[config.mk]
export PLATFORM = sky130hd
export DESIGN_NAME = galois8_dot_acc_flat
export DESIGN_NICKNAME = d
export VERILOG_FILES = /design/src/rtl/galois8_pkg.sv /design/src/rtl/galois8_dot_acc_if.sv /design/src/rtl/galois8_tag_delay.sv /design/src/rtl/galois8_dot_acc.sv /design/src/flat_wrapper.sv
export SDC_FILE = /design/constraint.sdc
export NUM_CORES = 1
export LEC_CHECK = 0
export ABC_AREA = 1
export BUFFER_PORTS_ARGS = -buffer_cell sky130_fd_sc_hd__buf_2
export CORE_ASPECT_RATIO = 1.5
export CORE_UTILIZATION = 35
export CTS_BUF_LIST = sky130_fd_sc_hd__clkbuf_4 sky130_fd_sc_hd__clkbuf_8
export CTS_CLUSTER_DIAMETER = 80
export CTS_CLUSTER_SIZE = 16
export DETAILED_ROUTE_END_ITERATION = 12
export PLACE_DENSITY = 0.55
export SYNTH_ARGS = -nofsm -noshare
export SYNTH_HDL_FRONTEND = slang
export SYNTH_HIERARCHICAL = 1
export SYNTH_SLANG_ARGS = --single-unit
[constraint.sdc]
create_clock -name clk -period 2.01 [get_ports clk]
set_clock_uncertainty 0.1 [all_clocks]
set_input_delay 0.402 -clock clk [delete_from_list [all_inputs] [get_ports clk]]
set_output_delay 0.402 -clock clk [all_outputs]
set_load 0.02 [all_outputs]
[src/rtl/galois8_pkg.sv]
// Shared GF(2^8) types, constants and the reference field multiply used by the
// Galois8Mul pipeline and the dot-product accumulator.
package galois8_pkg;

   localparam int GF8_W              = 8;
   localparam int GALOIS8MUL_LATENCY = 9;

   // Reduction polynomial x^8 + x^7 + x^6 + x + 1, x^8 term implied.
   localparam logic [GF8_W-1:0] GF8_POLY = 8'hC3;

   typedef logic [GF8_W-1:0] gf8_t;

   typedef struct packed {
      logic valid;
      logic last;
   } mul_tag_t;

   typedef enum logic {
      IDLE  = 1'b0,
      ACCUM = 1'b1
   } acc_state_t;

   function automatic gf8_t gf8_mul(input gf8_t a, input gf8_t b);
      gf8_t prod;
      gf8_t shifted;
      prod    = '0;
      shifted = a;
      for (int i = 0; i < GF8_W; i++) begin
         if (b[i]) prod = prod ^ shifted;
         shifted = {shifted[GF8_W-2:0], 1'b0} ^ (shifted[GF8_W-1] ? GF8_POLY : '0);
      end
      return prod;
   endfunction

endpackage

[src/rtl/galois8_dot_acc_if.sv]
// Operand, multiplier-side and frame-result signals of galois8_dot_acc.
interface galois8_dot_acc_if
   import galois8_pkg::*;
#(
   parameter int CNT_W = 8
) ();

   // No backpressure anywhere: a term is taken on every edge where in_valid is
   // high, and out_valid is a one-cycle pulse with no ready to wait for.
   logic             in_valid;
   logic             in_last;
   gf8_t             in_left;
   gf8_t             in_right;
   gf8_t             mul_left;
   gf8_t             mul_right;
   gf8_t             mul_result;
   logic             out_valid;
   gf8_t             out_data;
   logic [CNT_W-1:0] out_count;
   logic             out_sat;
   logic             busy;
   acc_state_t       dbg_state;

   modport master (
      output in_valid, in_last, in_left, in_right, mul_result,
      input  mul_left, mul_right, out_valid, out_data, out_count, out_sat, busy, dbg_state
   );

   modport slave (
      input  in_valid, in_last, in_left, in_right, mul_result,
      output mul_left, mul_right, out_valid, out_data, out_count, out_sat, busy, dbg_state
   );

endinterface

[src/rtl/galois8_tag_delay.sv]
// Shift register that carries per-term tags alongside the multiplier pipeline so
// stage DEPTH lines up with the multiplier result.
module galois8_tag_delay
   import galois8_pkg::*;
#(
   parameter int  DEPTH = GALOIS8MUL_LATENCY,
   parameter type T     = mul_tag_t
) (
   input  logic clk,
   input  logic rst_n,
   input  T     din,
   output T     dout,
   output logic any_valid
);

   T pipe_q [DEPTH];
   T pipe_d [DEPTH];

   always_comb begin
      pipe_d[0] = din;
      for (int i = 1; i < DEPTH; i++) pipe_d[i] = pipe_q[i-1];
   end

   always_ff @(posedge clk or negedge rst_n) begin
      if (!rst_n) begin
         for (int i = 0; i < DEPTH; i++) pipe_q[i] <= '0;
      end else begin
         pipe_q <= pipe_d;
      end
   end

   always_comb begin
      any_valid = 1'b0;
      for (int i = 0; i < DEPTH; i++) any_valid = any_valid | pipe_q[i].valid;
   end

   assign dout = pipe_q[DEPTH-1];

endmodule

[src/rtl/galois8_dot_acc.sv]
// GF(2^8) dot-product stage: feeds an external Galois8Mul, delays the tags to its
// latency and XOR-accumulates returned products into one result per frame.
module galois8_dot_acc
   import galois8_pkg::*;
#(
   parameter int MUL_LATENCY = GALOIS8MUL_LATENCY,
   parameter int CNT_W       = 8
) (
   input  logic             clk,
   input  logic             rst_n,
   galois8_dot_acc_if.slave bus
);

   localparam logic [CNT_W-1:0] CNT_MAX = '1;

   mul_tag_t         in_tag;
   mul_tag_t         mul_tag;
   logic             tags_busy;

   acc_state_t       state_q, state_d;
   gf8_t             acc_q, acc_d;
   logic [CNT_W-1:0] cnt_q, cnt_d;
   logic             sat_q, sat_d;

   gf8_t             frame_acc;
   logic [CNT_W-1:0] frame_cnt;
   logic             frame_sat;

   logic             out_valid_q, out_valid_d;
   gf8_t             out_data_q, out_data_d;
   logic [CNT_W-1:0] out_count_q, out_count_d;
   logic             out_sat_q, out_sat_d;

   // Zero operands on bubbles keep the untagged multiplier slots inert.
   assign bus.mul_left  = bus.in_valid ? bus.in_left  : '0;
   assign bus.mul_right = bus.in_valid ? bus.in_right : '0;

   always_comb begin
      in_tag.valid = bus.in_valid;
      in_tag.last  = bus.in_valid & bus.in_last;
   end

   galois8_tag_delay #(
      .DEPTH (MUL_LATENCY),
      .T     (mul_tag_t)
   ) u_tag_delay (
      .clk       (clk),
      .rst_n     (rst_n),
      .din       (in_tag),
      .dout      (mul_tag),
      .any_valid (tags_busy)
   );

   // Frame totals including the product arriving this cycle.
   always_comb begin
      frame_acc = bus.mul_result;
      frame_cnt = CNT_W'(1);
      frame_sat = 1'b0;
      case (state_q)
         IDLE: begin
            frame_acc = bus.mul_result;
            frame_cnt = CNT_W'(1);
            frame_sat = 1'b0;
         end
         ACCUM: begin
            frame_acc = acc_q ^ bus.mul_result;
            if (cnt_q == CNT_MAX) begin
               frame_cnt = cnt_q;
               frame_sat = 1'b1;
            end else begin
               frame_cnt = cnt_q + CNT_W'(1);
               frame_sat = sat_q;
            end
         end
         default: ;
      endcase
   end

   always_comb begin
      state_d     = state_q;
      acc_d       = acc_q;
      cnt_d       = cnt_q;
      sat_d       = sat_q;
      out_valid_d = 1'b0;
      out_data_d  = out_data_q;
      out_count_d = out_count_q;
      out_sat_d   = out_sat_q;
      case (state_q)
         IDLE, ACCUM: begin
            if (mul_tag.valid) begin
               if (mul_tag.last) begin
                  out_valid_d = 1'b1;
                  out_data_d  = frame_acc;
                  out_count_d = frame_cnt;
                  out_sat_d   = frame_sat;
                  acc_d       = '0;
                  cnt_d       = '0;
                  sat_d       = 1'b0;
                  state_d     = IDLE;
               end else begin
                  acc_d   = frame_acc;
                  cnt_d   = frame_cnt;
                  sat_d   = frame_sat;
                  state_d = ACCUM;
               end
            end
         end
         default: state_d = IDLE;
      endcase
   end

   always_ff @(posedge clk or negedge rst_n) begin
      if (!rst_n) begin
         state_q     <= IDLE;
         acc_q       <= '0;
         cnt_q       <= '0;
         sat_q       <= 1'b0;
         out_valid_q <= 1'b0;
         out_data_q  <= '0;
         out_count_q <= '0;
         out_sat_q   <= 1'b0;
      end else begin
         state_q     <= state_d;
         acc_q       <= acc_d;
         cnt_q       <= cnt_d;
         sat_q       <= sat_d;
         out_valid_q <= out_valid_d;
         out_data_q  <= out_data_d;
         out_count_q <= out_count_d;
         out_sat_q   <= out_sat_d;
      end
   end

   assign bus.out_valid = out_valid_q;
   assign bus.out_data  = out_data_q;
   assign bus.out_count = out_count_q;
   assign bus.out_sat   = out_sat_q;
   assign bus.busy      = tags_busy | (state_q == ACCUM);
   assign bus.dbg_state = state_q;

endmodule

[src/flat_wrapper.sv]
// flat-port wrapper written by rule: the top's interface ports become plain ports
module galois8_dot_acc_flat import galois8_pkg::*;
#(
   parameter int MUL_LATENCY = GALOIS8MUL_LATENCY,
   parameter int CNT_W       = 8
)
  (clk, rst_n, bus_in_valid, bus_in_last, bus_in_left, bus_in_right, bus_mul_result, bus_mul_left, bus_mul_right, bus_out_valid, bus_out_data, bus_out_count, bus_out_sat, bus_busy, bus_dbg_state);
  galois8_dot_acc_if #(.CNT_W(CNT_W)) bus_i ();
  input  logic clk;
  input  logic rst_n;
  input wire logic [$bits(bus_i.in_valid)-1:0] bus_in_valid;
  input wire logic [$bits(bus_i.in_last)-1:0] bus_in_last;
  input wire logic [$bits(bus_i.in_left)-1:0] bus_in_left;
  input wire logic [$bits(bus_i.in_right)-1:0] bus_in_right;
  input wire logic [$bits(bus_i.mul_result)-1:0] bus_mul_result;
  output wire logic [$bits(bus_i.mul_left)-1:0] bus_mul_left;
  output wire logic [$bits(bus_i.mul_right)-1:0] bus_mul_right;
  output wire logic [$bits(bus_i.out_valid)-1:0] bus_out_valid;
  output wire logic [$bits(bus_i.out_data)-1:0] bus_out_data;
  output wire logic [$bits(bus_i.out_count)-1:0] bus_out_count;
  output wire logic [$bits(bus_i.out_sat)-1:0] bus_out_sat;
  output wire logic [$bits(bus_i.busy)-1:0] bus_busy;
  output wire logic [$bits(bus_i.dbg_state)-1:0] bus_dbg_state;
  assign bus_i.in_valid = bus_in_valid;
  assign bus_i.in_last = bus_in_last;
  assign bus_i.in_left = bus_in_left;
  assign bus_i.in_right = bus_in_right;
  assign bus_i.mul_result = bus_mul_result;
  assign bus_mul_left = bus_i.mul_left;
  assign bus_mul_right = bus_i.mul_right;
  assign bus_out_valid = bus_i.out_valid;
  assign bus_out_data = bus_i.out_data;
  assign bus_out_count = bus_i.out_count;
  assign bus_out_sat = bus_i.out_sat;
  assign bus_busy = bus_i.busy;
  assign bus_dbg_state = bus_i.dbg_state;
  galois8_dot_acc #(.MUL_LATENCY(MUL_LATENCY), .CNT_W(CNT_W)) u_core (.clk(clk), .rst_n(rst_n), .bus(bus_i));
endmodule
; ---- Word level (Yosys, flattened, before mapping)
; Index checks and enable logic that the tools add are counted.
; Widths: inputs -> output; s select.
[op_classes]
n_mux = 13
n_reduce_logical = 1
bitwise_logic = 12
n_eq_ne = 1
add_sub_neg = 1
[op_table]
columns = operator, count
row1 = $mux 8, 5
row2 = $pmux 8 s2, 2
row3 = $or 1x1->1, 9
row4 = $add 8x1->8 const B, 1
row5 = $eq 8x8->1 const B, 1
row6 = $xor 8x8->8, 1
row7 = $mux 1, 5
row8 = $pmux 1 s2, 1
row9 = $reduce_and 2->1, 1
row10 = $and 1x1->1, 1
row11 = $not 1->1, 1
[totals]
ff_bits = 54
out_inout_bits = 36
inputBits = 28
wordCells = 54

; ---- Depth between registers and ports, before layout
[logic_depth]
depth_word = 9
ltp_mapped = 8
depth_no_buf = 8

; ---- By module
; The synthesis kept the hierarchy.
[by_module_without_submodules]
columns = mod, seq_area_each_um2, area_each_um2, n_inst, cells_each
row1 = galois8_dot_acc, 900.9, 1841.8, 1, 241
row2 = galois8_tag_delay, 450.4, 480.5, 1, 25

; ---- Least setup slack after synthesis
; OpenSTA, ideal clock, no wires.
[synth_path]
path_type = register -> output
startpoint = reg u_core.u_tag_delay.pipe_q (netlist bit u_core/u_tag_delay/pipe_d[9])
endpoint = out bus_busy
n_path_buf = 0
setup_slack_ns = 0.491
t_arrival_ns = 1.017
path_stages_with_launch = 5
required_ns = 1.508
path_cell_list = dfrtp_1 or2_1 nor2_1 nand2_1 or2_2
[synth_via]
elab_chain_len = 7
[synth_rtl]
columns = item, line
row1 = start: declaration, galois8_tag_delay.sv:16  ; T pipe_q [DEPTH];
row2 = start signal: assignment, galois8_tag_delay.sv:28  ; pipe_q <= pipe_d;
row3 = $or 1x1->1 (6 in a row), galois8_tag_delay.sv:34  ; for (int i = 0; i < DEPTH; i++) any_valid = any_valid | pipe_q[i].valid;
row4 = named net u_core.tags_busy, galois8_dot_acc.sv:18  ; logic tags_busy;
row5 = $or 1x1->1, galois8_dot_acc.sv:138  ; assign bus.busy = tags_busy | (state_q == ACCUM);
row6 = end: declaration, flat_wrapper.sv:22  ; output wire logic [$bits(bus_i.busy)-1:0] bus_busy;
; The timed path passes the listed nets, and every way through them passes these cells.

; ---- Worst setup path after layout
; Ends and elaborated chain as after synthesis.

==> run metrics <==
post-layout util 0.452; max_cap viols 0; WHS Path Cells 3; Die Wd approximately 69 um; RSZ-0062 raised after global routing true; Pre-antenna DRT Iters 4; Worst R2R Setup Slack 0.51 ns; n_diodes 0; via count ~1.9k; Hold WS 0.179 ns; worst reg2reg path depth 8; io pins 64; Initial Util 0.361; Sink Count 54; placed wire-length estimate 3.35 mm; DRC viols 0; chip height 102 um; fmax about 0.52 GHz; CP max FO 2; Layout Cells excl Fill 415; TritonCTS clock tree done; cell family with most CP delay simple AND/OR/NAND/NOR gates; clock buffer depth 2; Peak VDD IR 0.000369 V; critical path class reg2out; critical register-to-register path startpoint u_core/cnt_q[0]$_DFFE_PN0P_; die footprint 6970 sq um; commonest cells after routing, fill and taps aside nand2_1, buf_2, dfrtp_1; GPL Wtd Cong 0.851; Setup violations, final 0; Routed Antenna Nets 0; r2r endpoint u_core/cnt_q[0]$_DFFE_PN0P_; final period utilization 0.959; Post-Syn Area 2320 sq um; Max Slew Vio Count 0; layout cell share with drive strength beyond 1 0.263; Syn Inst Count 266; Pwr Density 863 nW/um^2; fill cell count approximately 640; area leader, netlist dfrtp_1; pre-CTS setup slack 0.344 ns; post-synth top area share 0.582; WP data required 1.51 ns; Multi-input gate area 793 sq um; clock buffer count from CTS 5; post-synth cell types 24; synth top area cells dfrtp_1, nand2_1, inv_1, nand3_1, o21ai_0; GRT Total Usage 0.157; Port Buffers 63; Nets 367; Sequential cell area 1350 sq um; post-layout min period around 1.9 ns; First DRT Iteration DRCs 90; H-tree lvl count 2; CTS root buf clkbuf_8; worst skew pair latency 0.31 ns; post-DR vias/cell roughly 4.5; largest net degree at the start of global routing 55; WP data arrival ~1.4 ns; Setup crit end kind output pin; crit path buf inv count 1; Slowest-stage cell, CP dfrtp_1; Wirelength per Cell 11.5 um; row count 36; part of the Yosys area used for sequential elements 0.582; worst rel slew slack 0.736; Hold Vio Cnt, Final 0; number of global-route vias before repair 1832; Hold EP u_core/u_tag_delay/pipe_d[14]$_DFF_PN0_; first-pass GRT wire length 8.20 mm; CP Cell Sequence or2_1 > nor2_1 > nand2_1 > or2_4 > buf_6; initial antenna violation count 0; grt ovf 0; worst slew pin tran ~0.40 ns; commonest non-fill, non-tap cell in the layout nand2_1; Avg Cell Area, Syn 8.73 sq um; HP Start bus_in_last; startpoint types flip-flop; outcome complete, no violations; Max stage delay on crit path 0.39 ns; core area 6440 sq um; Cells after DPL 402; Worst-path clk slew ~0.1 ns; Yosys reg bits 54; Pleak 1.67 nW; Final TNS setup 0 ns; syn nets ~300; Final WS setup 0.0832 ns; Area Overhead vs Synth 25.4%; HP Class in2reg; Synth Warn # 6; aggregate routed wire length 4.75 mm
-- power breakdown --
part / internal, mW / switching, mW
registers: 1.20 / 0.0725
logic: 0.174 / 0.291
clock network: 0.410 / 0.364
-- synthesized netlist by cell type --
cell type and count:
nand2_1 95, dfrtp_1 54, inv_1 36, nand3_1 18, o21ai_0 18, nor2_1 8
xnor2_1 8, nand4_1 5, buf_2 3, clkbuf_1 3, inv_2 3, nand2_2 2
o21ai_1 2, a21oi_1 1, a21oi_2 1, buf_4 1, ha_1 1, nand3_4 1
nand3b_1 1, nor2_4 1, nor2_8 1, nor3_1 1, or2_1 1, or2_2 1
-- stage by stage --
stage	power [mW]	cell area, sq um
after floorplan	1.58	2320
after global placement	1.75	2740
after detailed placement	1.76	2740
after CTS	2.55	2880
after global routing	2.68	2910
final	2.51	2910
-- worst max path at each step --
stage                                      startpoint        to  slack (ns)  cells after the start
3_5_place_dp   u_core/u_tag_delay/pipe_d[9]$_DFF_PN0_  bus_busy        0.34                      5
6_report       u_core/u_tag_delay/pipe_d[9]$_DFF_PN0_  bus_busy        0.08                      5
2_1_floorplan  u_core/u_tag_delay/pipe_d[9]$_DFF_PN0_  bus_busy        0.49                      4
3_3_place_gp   u_core/u_tag_delay/pipe_d[9]$_DFF_PN0_  bus_busy        0.38                      5
5_1_grt        u_core/u_tag_delay/pipe_d[9]$_DFF_PN0_  bus_busy       -0.02                      5
4_1_cts        u_core/u_tag_delay/pipe_d[9]$_DFF_PN0_  bus_busy       0.007                      5
-- worst register-to-register path, cell delays in order (launching register included) --
cell	delay (ns)
dfrtp_1	0.43
ha_1	0.19
nand2_1	0.08
inv_2	0.14
nand3_4	0.14
nand2_1	0.09
nand3_1	0.11
nand2_1	0.08
nand2_1	0.05
-- routing by layer --
layer  routed length [um]  track usage  up-vias
met5                    0            0        -
met4                   59       0.0481        0
met3                  279       0.0405        6
met2                 2350        0.265       70
met1                 2070        0.190      833
li1                     -            -      955
-- cell families after synthesis --
logic type / after synthesis / share of synthesized area
AO/OA/AOI/OAI: 22 / 0.0490
adder cells (fa/ha/maj): 1 / 0.00539
buffers and inverters: 46 / 0.0776
XOR/XNOR: 8 / 0.0302
flip-flops: 54 / 0.582
AND/OR/NAND/NOR: 135 / 0.256
-- registers in the layout (all words and copies together), names as in the netlist --
signal	cells
u_core/acc_q	8
u_core/bus.dbg_state	1
u_core/bus.out_count	8
u_core/bus.out_data	8
u_core/bus.out_sat	1
u_core/bus.out_valid	1
u_core/cnt_q	8
u_core/sat_q	1
u_core/u_tag_delay/dout	2
u_core/u_tag_delay/pipe_d	16
-- timing repair --
action / 4_1_cts / 5_1_grt
resized for setup: 1 / 2
pin swaps: 1 / 1
buffers inserted: 1 / 3
hold endpoints to repair: 54 / 0
setup endpoints to repair: 1 / 1
hold buffers: 1 / 0
-- area by class of cell --
cell class | count | share of cell area
clock buffer | 6 | 0.0284
clock inverter | 2 | 0.0133
inverter | 39 | 0.0503
multi-input combinational | 166 | 0.272
sequential | 54 | 0.464
tap | 76 | 0.0327
timing repair buffer | 72 | 0.139
No activity file was read; power rests on OpenSTA's default activity.
